<file path="src/rtl/miriscv_lsu_pkg.sv">
// rtl/miriscv_lsu_pkg.sv - size codes, FSM states and lane helpers for the LSU
package miriscv_lsu_pkg;

  localparam logic [2:0] LDST_B  = 3'b000;
  localparam logic [2:0] LDST_H  = 3'b001;
  localparam logic [2:0] LDST_W  = 3'b010;
  localparam logic [2:0] LDST_BU = 3'b100;
  localparam logic [2:0] LDST_HU = 3'b101;

  typedef enum logic {
    LSU_IDLE = 1'b0,
    LSU_WAIT = 1'b1
  } lsu_state_t;

  // Unlisted size codes fall into the word case everywhere.
  function automatic logic [3:0] lsu_be(input logic [2:0] size, input logic [1:0] off);
    case (size)
      LDST_B, LDST_BU: lsu_be = 4'b0001 << off;
      LDST_H, LDST_HU: lsu_be = 4'b0011 << {off[1], 1'b0};
      default:         lsu_be = 4'b1111;
    endcase
  endfunction

  function automatic logic [31:0] lsu_wdata(input logic [2:0] size, input logic [31:0] data);
    case (size)
      LDST_B, LDST_BU: lsu_wdata = {4{data[7:0]}};
      LDST_H, LDST_HU: lsu_wdata = {2{data[15:0]}};
      default:         lsu_wdata = data;
    endcase
  endfunction

  function automatic logic lsu_misaligned(input logic [2:0] size, input logic [1:0] off);
    case (size)
      LDST_B, LDST_BU: lsu_misaligned = 1'b0;
      LDST_H, LDST_HU: lsu_misaligned = off[0];
      default:         lsu_misaligned = (off != 2'b00);
    endcase
  endfunction

endpackage

</file>
<file path="src/rtl/miriscv_lsu_if.sv">
// rtl/miriscv_lsu_if.sv - data-memory port between LSU (master) and RAM (slave)
interface miriscv_lsu_if;
  logic        data_req_o;
  logic        data_we_o;
  logic [3:0]  data_be_o;
  logic [31:0] data_addr_o;
  logic [31:0] data_wdata_o;
  logic [31:0] data_rdata_i;

  modport master (
    output data_req_o, data_we_o, data_be_o, data_addr_o, data_wdata_o,
    input  data_rdata_i
  );

  modport slave (
    input  data_req_o, data_we_o, data_be_o, data_addr_o, data_wdata_o,
    output data_rdata_i
  );
endinterface

</file>
<file path="src/rtl/miriscv_lsu_ext.sv">
// rtl/miriscv_lsu_ext.sv - extracts and extends the loaded lane from a RAM word
module miriscv_lsu_ext
  import miriscv_lsu_pkg::*;
(
  input  logic [31:0] rdata,
  input  logic [2:0]  size,
  input  logic [1:0]  off,
  output logic [31:0] result
);

  logic [31:0] byte_shift;
  logic [31:0] half_shift;
  logic [7:0]  byte_v;
  logic [15:0] half_v;

  assign byte_shift = rdata >> {off, 3'b000};
  assign half_shift = rdata >> {off[1], 4'b0000};
  assign byte_v     = byte_shift[7:0];
  assign half_v     = half_shift[15:0];

  // Sign- or zero-extend according to the load flavour.
  always_comb begin
    case (size)
      LDST_B:  result = {{24{byte_v[7]}}, byte_v};
      LDST_BU: result = {24'h000000, byte_v};
      LDST_H:  result = {{16{half_v[15]}}, half_v};
      LDST_HU: result = {16'h0000, half_v};
      default: result = rdata;
    endcase
  end

endmodule

</file>
<file path="src/rtl/miriscv_lsu.sv">
// rtl/miriscv_lsu.sv - load-store unit; define LSU_MISALIGN_CHECK_EN to block misaligned H/W accesses
module miriscv_lsu
  import miriscv_lsu_pkg::*;
(
  input  logic         clk_i,
  input  logic         rst_n_i,
  input  logic         lsu_req_i,
  input  logic         lsu_we_i,
  input  logic [2:0]   lsu_size_i,
  input  logic [31:0]  lsu_addr_i,
  input  logic [31:0]  lsu_data_i,
  output logic [31:0]  lsu_data_o,
  output logic         lsu_stall_req_o,
  output logic         lsu_misalign_o,
  miriscv_lsu_if.master mem
);

  lsu_state_t  state_q, state_d;
  logic [2:0]  size_q;
  logic [1:0]  off_q;
  logic [31:0] hold_q;
  logic [31:0] ext_data;
  logic        misaligned;
  logic        load_start;

`ifdef LSU_MISALIGN_CHECK_EN
  assign misaligned = lsu_misaligned(lsu_size_i, lsu_addr_i[1:0]);
`else
  assign misaligned = 1'b0;
`endif

  miriscv_lsu_ext u_ext (
    .rdata  (mem.data_rdata_i),
    .size   (size_q),
    .off    (off_q),
    .result (ext_data)
  );

  // Lane steering follows the inputs; held quiet while reset is asserted.
  assign mem.data_addr_o  = {lsu_addr_i[31:2], 2'b00};
  assign mem.data_be_o    = rst_n_i ? lsu_be(lsu_size_i, lsu_addr_i[1:0]) : 4'b0000;
  assign mem.data_wdata_o = rst_n_i ? lsu_wdata(lsu_size_i, lsu_data_i) : 32'h0;

  // In WAIT the RAM word is live; otherwise the last load result is shown.
  assign lsu_data_o = (state_q == LSU_WAIT) ? ext_data : hold_q;

  // Next state and request/stall decode.
  always_comb begin
    state_d         = state_q;
    mem.data_req_o  = 1'b0;
    mem.data_we_o   = 1'b0;
    lsu_stall_req_o = 1'b0;
    lsu_misalign_o  = 1'b0;
    load_start      = 1'b0;
    case (state_q)
      LSU_IDLE: begin
        if (lsu_req_i) begin
          if (misaligned) begin
            lsu_misalign_o = 1'b1;
          end else begin
            mem.data_req_o = 1'b1;
            mem.data_we_o  = lsu_we_i;
            if (!lsu_we_i) begin
              lsu_stall_req_o = 1'b1;
              load_start      = 1'b1;
              state_d         = LSU_WAIT;
            end
          end
        end
      end
      // The core keeps presenting the same load here, so lsu_req_i is ignored.
      LSU_WAIT: state_d = LSU_IDLE;
      default:  state_d = LSU_IDLE;
    endcase
    if (!rst_n_i) begin
      mem.data_req_o  = 1'b0;
      mem.data_we_o   = 1'b0;
      lsu_stall_req_o = 1'b0;
      lsu_misalign_o  = 1'b0;
    end
  end

  // State, captured load shape and load-result hold register.
  always_ff @(posedge clk_i or negedge rst_n_i) begin
    if (!rst_n_i) begin
      state_q <= LSU_IDLE;
      size_q  <= 3'b000;
      off_q   <= 2'b00;
      hold_q  <= 32'h0;
    end else begin
      state_q <= state_d;
      if (load_start) begin
        size_q <= lsu_size_i;
        off_q  <= lsu_addr_i[1:0];
      end
      if (state_q == LSU_WAIT) begin
        hold_q <= ext_data;
      end
    end
  end

endmodule

</file>
<file path="src/flat_wrapper.sv">
// flat-port wrapper written by rule: the top's interface ports become plain ports
module miriscv_lsu_flat import miriscv_lsu_pkg::*;
  (clk_i, rst_n_i, lsu_req_i, lsu_we_i, lsu_size_i, lsu_addr_i, lsu_data_i, lsu_data_o, lsu_stall_req_o, lsu_misalign_o, mem_data_req_o, mem_data_we_o, mem_data_be_o, mem_data_addr_o, mem_data_wdata_o, mem_data_rdata_i);
  miriscv_lsu_if mem_i ();
  input  logic clk_i;
  input  logic rst_n_i;
  input  logic lsu_req_i;
  input  logic lsu_we_i;
  input  logic [2:0] lsu_size_i;
  input  logic [31:0] lsu_addr_i;
  input  logic [31:0] lsu_data_i;
  output logic [31:0] lsu_data_o;
  output logic lsu_stall_req_o;
  output logic lsu_misalign_o;
  output wire logic [$bits(mem_i.data_req_o)-1:0] mem_data_req_o;
  output wire logic [$bits(mem_i.data_we_o)-1:0] mem_data_we_o;
  output wire logic [$bits(mem_i.data_be_o)-1:0] mem_data_be_o;
  output wire logic [$bits(mem_i.data_addr_o)-1:0] mem_data_addr_o;
  output wire logic [$bits(mem_i.data_wdata_o)-1:0] mem_data_wdata_o;
  input wire logic [$bits(mem_i.data_rdata_i)-1:0] mem_data_rdata_i;
  assign mem_data_req_o = mem_i.data_req_o;
  assign mem_data_we_o = mem_i.data_we_o;
  assign mem_data_be_o = mem_i.data_be_o;
  assign mem_data_addr_o = mem_i.data_addr_o;
  assign mem_data_wdata_o = mem_i.data_wdata_o;
  assign mem_i.data_rdata_i = mem_data_rdata_i;
  miriscv_lsu u_core (.clk_i(clk_i), .rst_n_i(rst_n_i), .lsu_req_i(lsu_req_i), .lsu_we_i(lsu_we_i), .lsu_size_i(lsu_size_i), .lsu_addr_i(lsu_addr_i), .lsu_data_i(lsu_data_i), .lsu_data_o(lsu_data_o), .lsu_stall_req_o(lsu_stall_req_o), .lsu_misalign_o(lsu_misalign_o), .mem(mem_i));
endmodule
</file>
<file path="config.mk">
export PLATFORM = sky130hd
export DESIGN_NAME = miriscv_lsu_flat
export DESIGN_NICKNAME = d
export VERILOG_FILES = /design/src/rtl/miriscv_lsu_pkg.sv /design/src/rtl/miriscv_lsu_if.sv /design/src/rtl/miriscv_lsu_ext.sv /design/src/rtl/miriscv_lsu.sv /design/src/flat_wrapper.sv
export SDC_FILE = /design/constraint.sdc
export NUM_CORES = 1
export LEC_CHECK = 0
export BUFFER_PORTS_ARGS = -buffer_cell sky130_fd_sc_hd__buf_2
export CORE_MARGIN = 1.5
export CORE_UTILIZATION = 46
export DETAILED_ROUTE_END_ITERATION = 10
export GPL_ROUTABILITY_DRIVEN = 0
export PLACE_DENSITY = 0.87
export SYNTH_ARGS = -nofsm -noshare
export SYNTH_HDL_FRONTEND = slang
export SYNTH_SLANG_ARGS = --single-unit
</file>
<file path="constraint.sdc">
create_clock -name clk_i -period 2.8 [get_ports clk_i]
set_clock_uncertainty 0.05 [all_clocks]
set_input_delay 0.14 -clock clk_i [delete_from_list [all_inputs] [get_ports clk_i]]
set_output_delay 0.14 -clock clk_i [all_outputs]
set_load 0.02 [all_outputs]
</file>
======== Word-level counts from Yosys, hierarchy flattened ========
Index checks and enable logic that the tools add are counted.
Widths: inputs -> output; s select.
cells by class
  add/subtract/negate cells ............... 0
  $mul .................................... 0
  divide/modulo/power cells ............... 0
  magnitude comparators ................... 0
  equal/unequal tests ..................... 6
  shift-type cells ........................ 4
  muxes and demuxes ....................... 17
  bitwise gates (word level) .............. 1
  reduce and logical (&&, ||, !) cells .... 4
operators with widths
  kind                 count
  $pmux 32 s4          1
  $mux 32              2
  $pmux 32 s2          1
  $shr 32x5->16        1
  $shr 32x5->8         1
  $eq 3x3->1 const B   4
  $mux 1               10
  $pmux 4 s2           1
  $eq 3x1->1 const B   2
  $logic_not 3->1      2
  $mux 4               1
  $reduce_or 2->1      2
  $shl 1x2->4 const A  1
  $shl 2x2->4 const A  1
  $pmux 1 s2           1
  $not 1->1            1
storage, ports and cells
  register bits after elaboration ......... 38
  bits in latches ......................... 0
  memory bits (writable) .................. 0
  bits in read-only memories .............. 0
  bits of input ports ..................... 103
  output and inout port bits .............. 104
  logic and storage cells ................. 36
  memories ................................ 0

======== Depth between registers and ports, before layout ========
  depth in word-level cells ............... 4
  gate-level depth with buffers ........... 5
  mapped depth without buffers ............ 3

======== Hierarchy ========
A second synthesis with hierarchy kept.
unflattened totals
  cells, all modules ...................... 321
  area total of the unflattened synthesis .. 2894.0 um^2
modules (own cells, without submodules)
  module           times used  cells an instance  area each (um^2)  sequential area each (um^2)
  miriscv_lsu      1           212                2265.9            950.9
  miriscv_lsu_ext  1           109                628.1             0.0

======== Worst setup path after synthesis ========
Ideal clock, no wire load.
  path type ............................... reg-to-reg
  start point ............................. reg u_core.size_q[0]
  end point ............................... reg u_core.hold_q[0]
  library setup time ...................... 194 ps
  data arrival time ....................... 1623 ps
  required time ........................... 2556 ps
  path slack .............................. 934 ps
  cell stages (with the launch flop) ...... 6
  buffers on the path ..................... 2
  clock period less this slack ............ 1866 ps
  cells stage by stage .................... dfrtp_1 buf_2 nor2b_1 buf_2 o21ai_1 a221oi_1
between the ends
  longest elaborated chain between the ends .. 3
  elaborated cells between the ends (all ways) .. 6
  classes of those cells .................. 3 x eq/ne; 2 x mux; 1 x reduce/logical
ends and longest elaborated chain
  item                                      RTL line               RTL
  from (decl)                               miriscv_lsu.sv:19      logic [2:0] size_q;
  from (signal assigned)                    miriscv_lsu.sv:93      size_q <= lsu_size_i;
  $eq 3x3->1, or another cell as far along  miriscv_lsu_ext.sv:23  case (size)
  $pmux 32 s4 *                             miriscv_lsu_ext.sv:23
  $mux 32 *                                 n/a
  via lsu_data_o[0]                         flat_wrapper.sv:12     output logic [31:0] lsu_data_o;
  to (signal assigned)                      miriscv_lsu.sv:97      hold_q <= ext_data;
  to (decl)                                 miriscv_lsu.sv:21      logic [31:0] hold_q;
Mark *: on every way through the listed nets, which the timed path passes. The rest lies on a longest branch.
A chain may end at the register's enable or synchronous reset.

======== Worst setup path after layout ========
  start point ............................. reg u_core.off_q[1]
  end point ............................... out lsu_data_o[31]
between the ends
  longest elaborated chain between the ends .. 3
  elaborated cells between the ends (all ways) .. 4
  classes of those cells .................. 2 x shift; 2 x mux
ends and longest elaborated chain
  item                                                  RTL line                                      RTL
  from (decl)                                           miriscv_lsu.sv:20                             logic [1:0] off_q;
  from (signal assigned)                                miriscv_lsu.sv:94                             off_q <= lsu_addr_i[1:0];
  $shr 32x5->16 / $shr 32x5->8 (equally long branches)  miriscv_lsu_ext.sv:17, miriscv_lsu_ext.sv:16
  $pmux 32 s4 *                                         miriscv_lsu_ext.sv:23
  $mux 32 *                                             n/a
  to (decl)                                             flat_wrapper.sv:12
Mark *: on every way between the ends. The rest lies on a longest branch, timed or not.

==> impl_metrics.yaml <==
run_status:
  run_status: "finished clean"
sta:
  count_of_final_max_slew_check_failures: 0
  final.period_utilization_pct: 91.96
  max_slew_margin_pct: 55.50
  maxClockFrequency_ghz: 0.3884
  worst_slew_pin_slew_ps: 667.5
  finalSetupViolCount: 0
  fin_tns_setup_ps: 0
  period_minus_slack_ps: 2575
  rsz0062_at_grt: "false"
  timing_hold_violations_final: 0
pwr:
  combinationalPowerShare_pct: 47.3
  internal_power_w: 0.001308
  seq_power_share_pct: 35.0
  power.density_cell_area_nw_per_um2: 613.6
  power.share.switching_pct: 41.02
  power.ir.vdd_worst_uv: 447.5
  switchingPower_w: 0.0009099
  total_leakage_power_nw: 1.784
  clock_power_share_pct: 17.7
logic_synthesis:
  synth.lib_cells_used.distinct: 44
  post_synth.cell_area_avg_um2: 8.531
  netlist_area_um2: 3045
  post_synth_inst_count: 357
  synth_seq_area_share_pct: 31.22
  postSynth.asyncResetShare_pct: 100.0
  ys_ff_latch: 38
  yosys_warnings: 0
  synth_flop_cell: "dfrtp_1"
  synth-edff-count: 0
setup_path:
  path_max_fanout: 21
  worstPathRequired_ps: 2610
  ff2ff_path_depth: 3
  timing.rr.start: "u_core.off_q[1]"
  critical_path.startpoint: "u_core.off_q[1]"
  data_arrival_time_of_the_critical_path_ps: 2380
  timing.setup.critical_path_class: "reg -> out"
  r2r_end: "u_core.hold_q[31]"
  critical_path.endpoint_type: "output port"
  timing.critical_path.to: "lsu_data_o[31]"
  timing.critical_path.from_type: "register"
  setup.reg_to_reg.worst_slack_ps: 710
global_routing:
  first_pass_grt_wire_length_um: 12770
  pin_count_of_the_biggest_net_entering_global_routing: 42
  gr-usage-all-layers_pct: 21.85
  vias_in_the_first_global_route: 2700
  grt_overflow_total: 0
  initial_antenna_violation_count: 0
detailed_routing:
  initialDrtViolationCount: 169
  post_drt_wl_per_cell_um: 15.62
  wirelength_um: 8311
  drt_first_pass_iters: 4
  drc_errors: 0
  routed-via-count: 2973
  route.detailed.vias_per_inst: 5.588
  antenna_violating_nets_post_route: 0
place:
  placed_cell_areas_um2: 3513
  hpwl_um: 6230
  port-buffer-count: 143
layout:
  final_area_um2: 3615
  drive_above_1_share_pct: 42.64
  n_antenna_cell: 0
  area.sequential_um2: 952.2
  multi_input_comb_area_um2: 1670
  area.growth.synth_to_final_pct: 18.69
  nNetsFinal: 557
  nFillCells: 562
die:
  ios: 207
  dieHeight_um: 84.37
  initial_utilization_pct: 47.69
  fp.dieArea_um2: 7117
  die_width_um: 84.37
  core-area_um2: 6386
  rows: 29
hold_path:
  worst_hold_depth: 2
  min-delay-path-class: "in -> reg"
clocking:
  clk-insertion-delay-late_ps: 300
  clock_transition_time_at_the_flip_flop_clock_pins_of_the_worst_setup_and_hold_paths_ps: 70
  numCtsBuffers: 5
  cts_tree: "built"
  clock_sink_count: 38
  clock_tree.htree_level_count: 2
  cts-root-buf: "clkbuf_8"
  cts_buffer_depth: 2
flow_run:
  max_cap_violations: 0
==> per-stage QoR <==
step	setup slack [ps]	util (%)	hold WS (ps)	power [W]	instances
4_1_cts	284.3	56.60	16.27	0.002220	532
3_5_place_dp	605.8	55.02	90.51	0.001826	523
6_report	225.1	56.60	18.10	0.002218	532
5_1_grt	109.9	56.60	30.68	0.002341	532
3_3_place_gp	661.7	55.02	86.64	0.001799	523
2_1_floorplan	933.5	-	-205.6	0.001575	359
==> power by group through the flow <==
stage / Combinational [W] / Clock, W / Sequential (W)
2_1_floorplan: 0.000836 / 0 / 0.000739
3_3_place_gp: 0.00102 / 0 / 0.000778
3_5_place_dp: 0.00104 / 0 / 0.000786
4_1_cts: 0.00105 / 0.000398 / 0.000775
5_1_grt: 0.00113 / 0.000418 / 0.000793
6_report: 0.00105 / 0.000392 / 0.000777
==> layout make-up <==
cell class,count,area share (%)
clock buffer,7,2.388
clock inverter,1,0.1385
inverter,7,0.7269
multi-input combinational,251,46.21
sequential,38,26.34
tap,77,2.665
timing repair buffer,151,21.53
==> cell usage in the layout (no fill, tap or decap), types with 2 or more instances in the layout <==
cell,netlist,layout
a21boi_0,9,9
a21oi_1,10,10
a221oi_1,5,5
a31o_2,15,15
a41oi_1,16,16
and2_1,17,17
buf_2,9,143
buf_4,37,7
clkbuf_8,1,6
conb_1,1,3
dfrtp_1,38,37
inv_1,7,7
mux2_2,15,15
mux2i_1,18,18
nand2_1,41,41
nand2b_1,6,6
nand3b_1,2,2
nor2_1,28,28
nor2b_1,16,16
o21a_1,3,3
o21ai_0,17,17
o22ai_1,8,8
o32ai_1,4,4
or2_2,2,2
==> critical path: stages, from the launching register on <==
cell and delay, ps:
dfrtp_1 750, mux2_2 400, nand2_1 430, a41oi_1 270
buf_2 220
==> cells by family after synthesis <==
kind of cell,after synthesis,synth area share [%]
multiplexers,33,11.46
other,1,0.1231
AO/OA/AOI/OAI,95,23.29
buffers and inverters,70,14.17
flip-flops,38,31.22
AND/OR/NAND/NOR,120,19.72
==> metal layers <==
| metal | wire length [um] | track usage, % | up-vias |
|---|---|---|---|
| li1 | - | - | 1421 |
| met1 | 3458 | 28.62 | 1398 |
| met2 | 4049 | 36.07 | 130 |
| met3 | 637 | 4.130 | 24 |
| met4 | 165 | 8.065 | 0 |
| met5 | 0 | 0 | - |
==> state kept, by name (all words and copies together), names as in the netlist <==
signal,cells
u_core.state_q,1
u_core.off_q,2
u_core.hold_q,32
u_core.size_q,3
==> synth_stat cells, types with 2 or more instances <==
library cell / count / share of area (%)
nand2_1: 41 / 5.1
dfrtp_1: 38 / 31
buf_4: 37 / 9.1
nor2_1: 28 / 3.5
mux2i_1: 18 / 5.9
and2_1: 17 / 3.5
o21ai_0: 17 / 2.8
a41oi_1: 16 / 4.6
nor2b_1: 16 / 3.3
a31o_2: 15 / 4.3
mux2_2: 15 / 5.5
clkbuf_1: 12 / 1.5
a21oi_1: 10 / 1.6
a21boi_0: 9 / 2.2
buf_2: 9 / 1.5
o22ai_1: 8 / 1.6
inv_1: 7 / 0.86
nand2b_1: 6 / 1.2
a221oi_1: 5 / 1.4
o32ai_1: 4 / 1.2
o21a_1: 3 / 0.74
buf_1: 2 / 0.25
nand3b_1: 2 / 0.49
or2_2: 2 / 0.41
==> worst min path at each step <==
stage | start | end
6_report | lsu_size_i[2] | u_core.size_q[2]
5_1_grt | lsu_size_i[2] | u_core.size_q[2]
4_1_cts | lsu_size_i[2] | u_core.size_q[2]
3_5_place_dp | rst_n_i | u_core.size_q[2]
3_3_place_gp | rst_n_i | u_core.size_q[2]
2_1_floorplan | rst_n_i | u_core.hold_q[0]
==> what timing repair did <==
| item | in CTS | in global routing |
|---|---|---|
| gates resized for setup | 0 | 0 |
| setup buffers | 0 | 0 |
| hold buffers | 1 | 0 |
| endpoints found under the hold margin | 2 | 0 |
(Power assumes the default switching activity.)
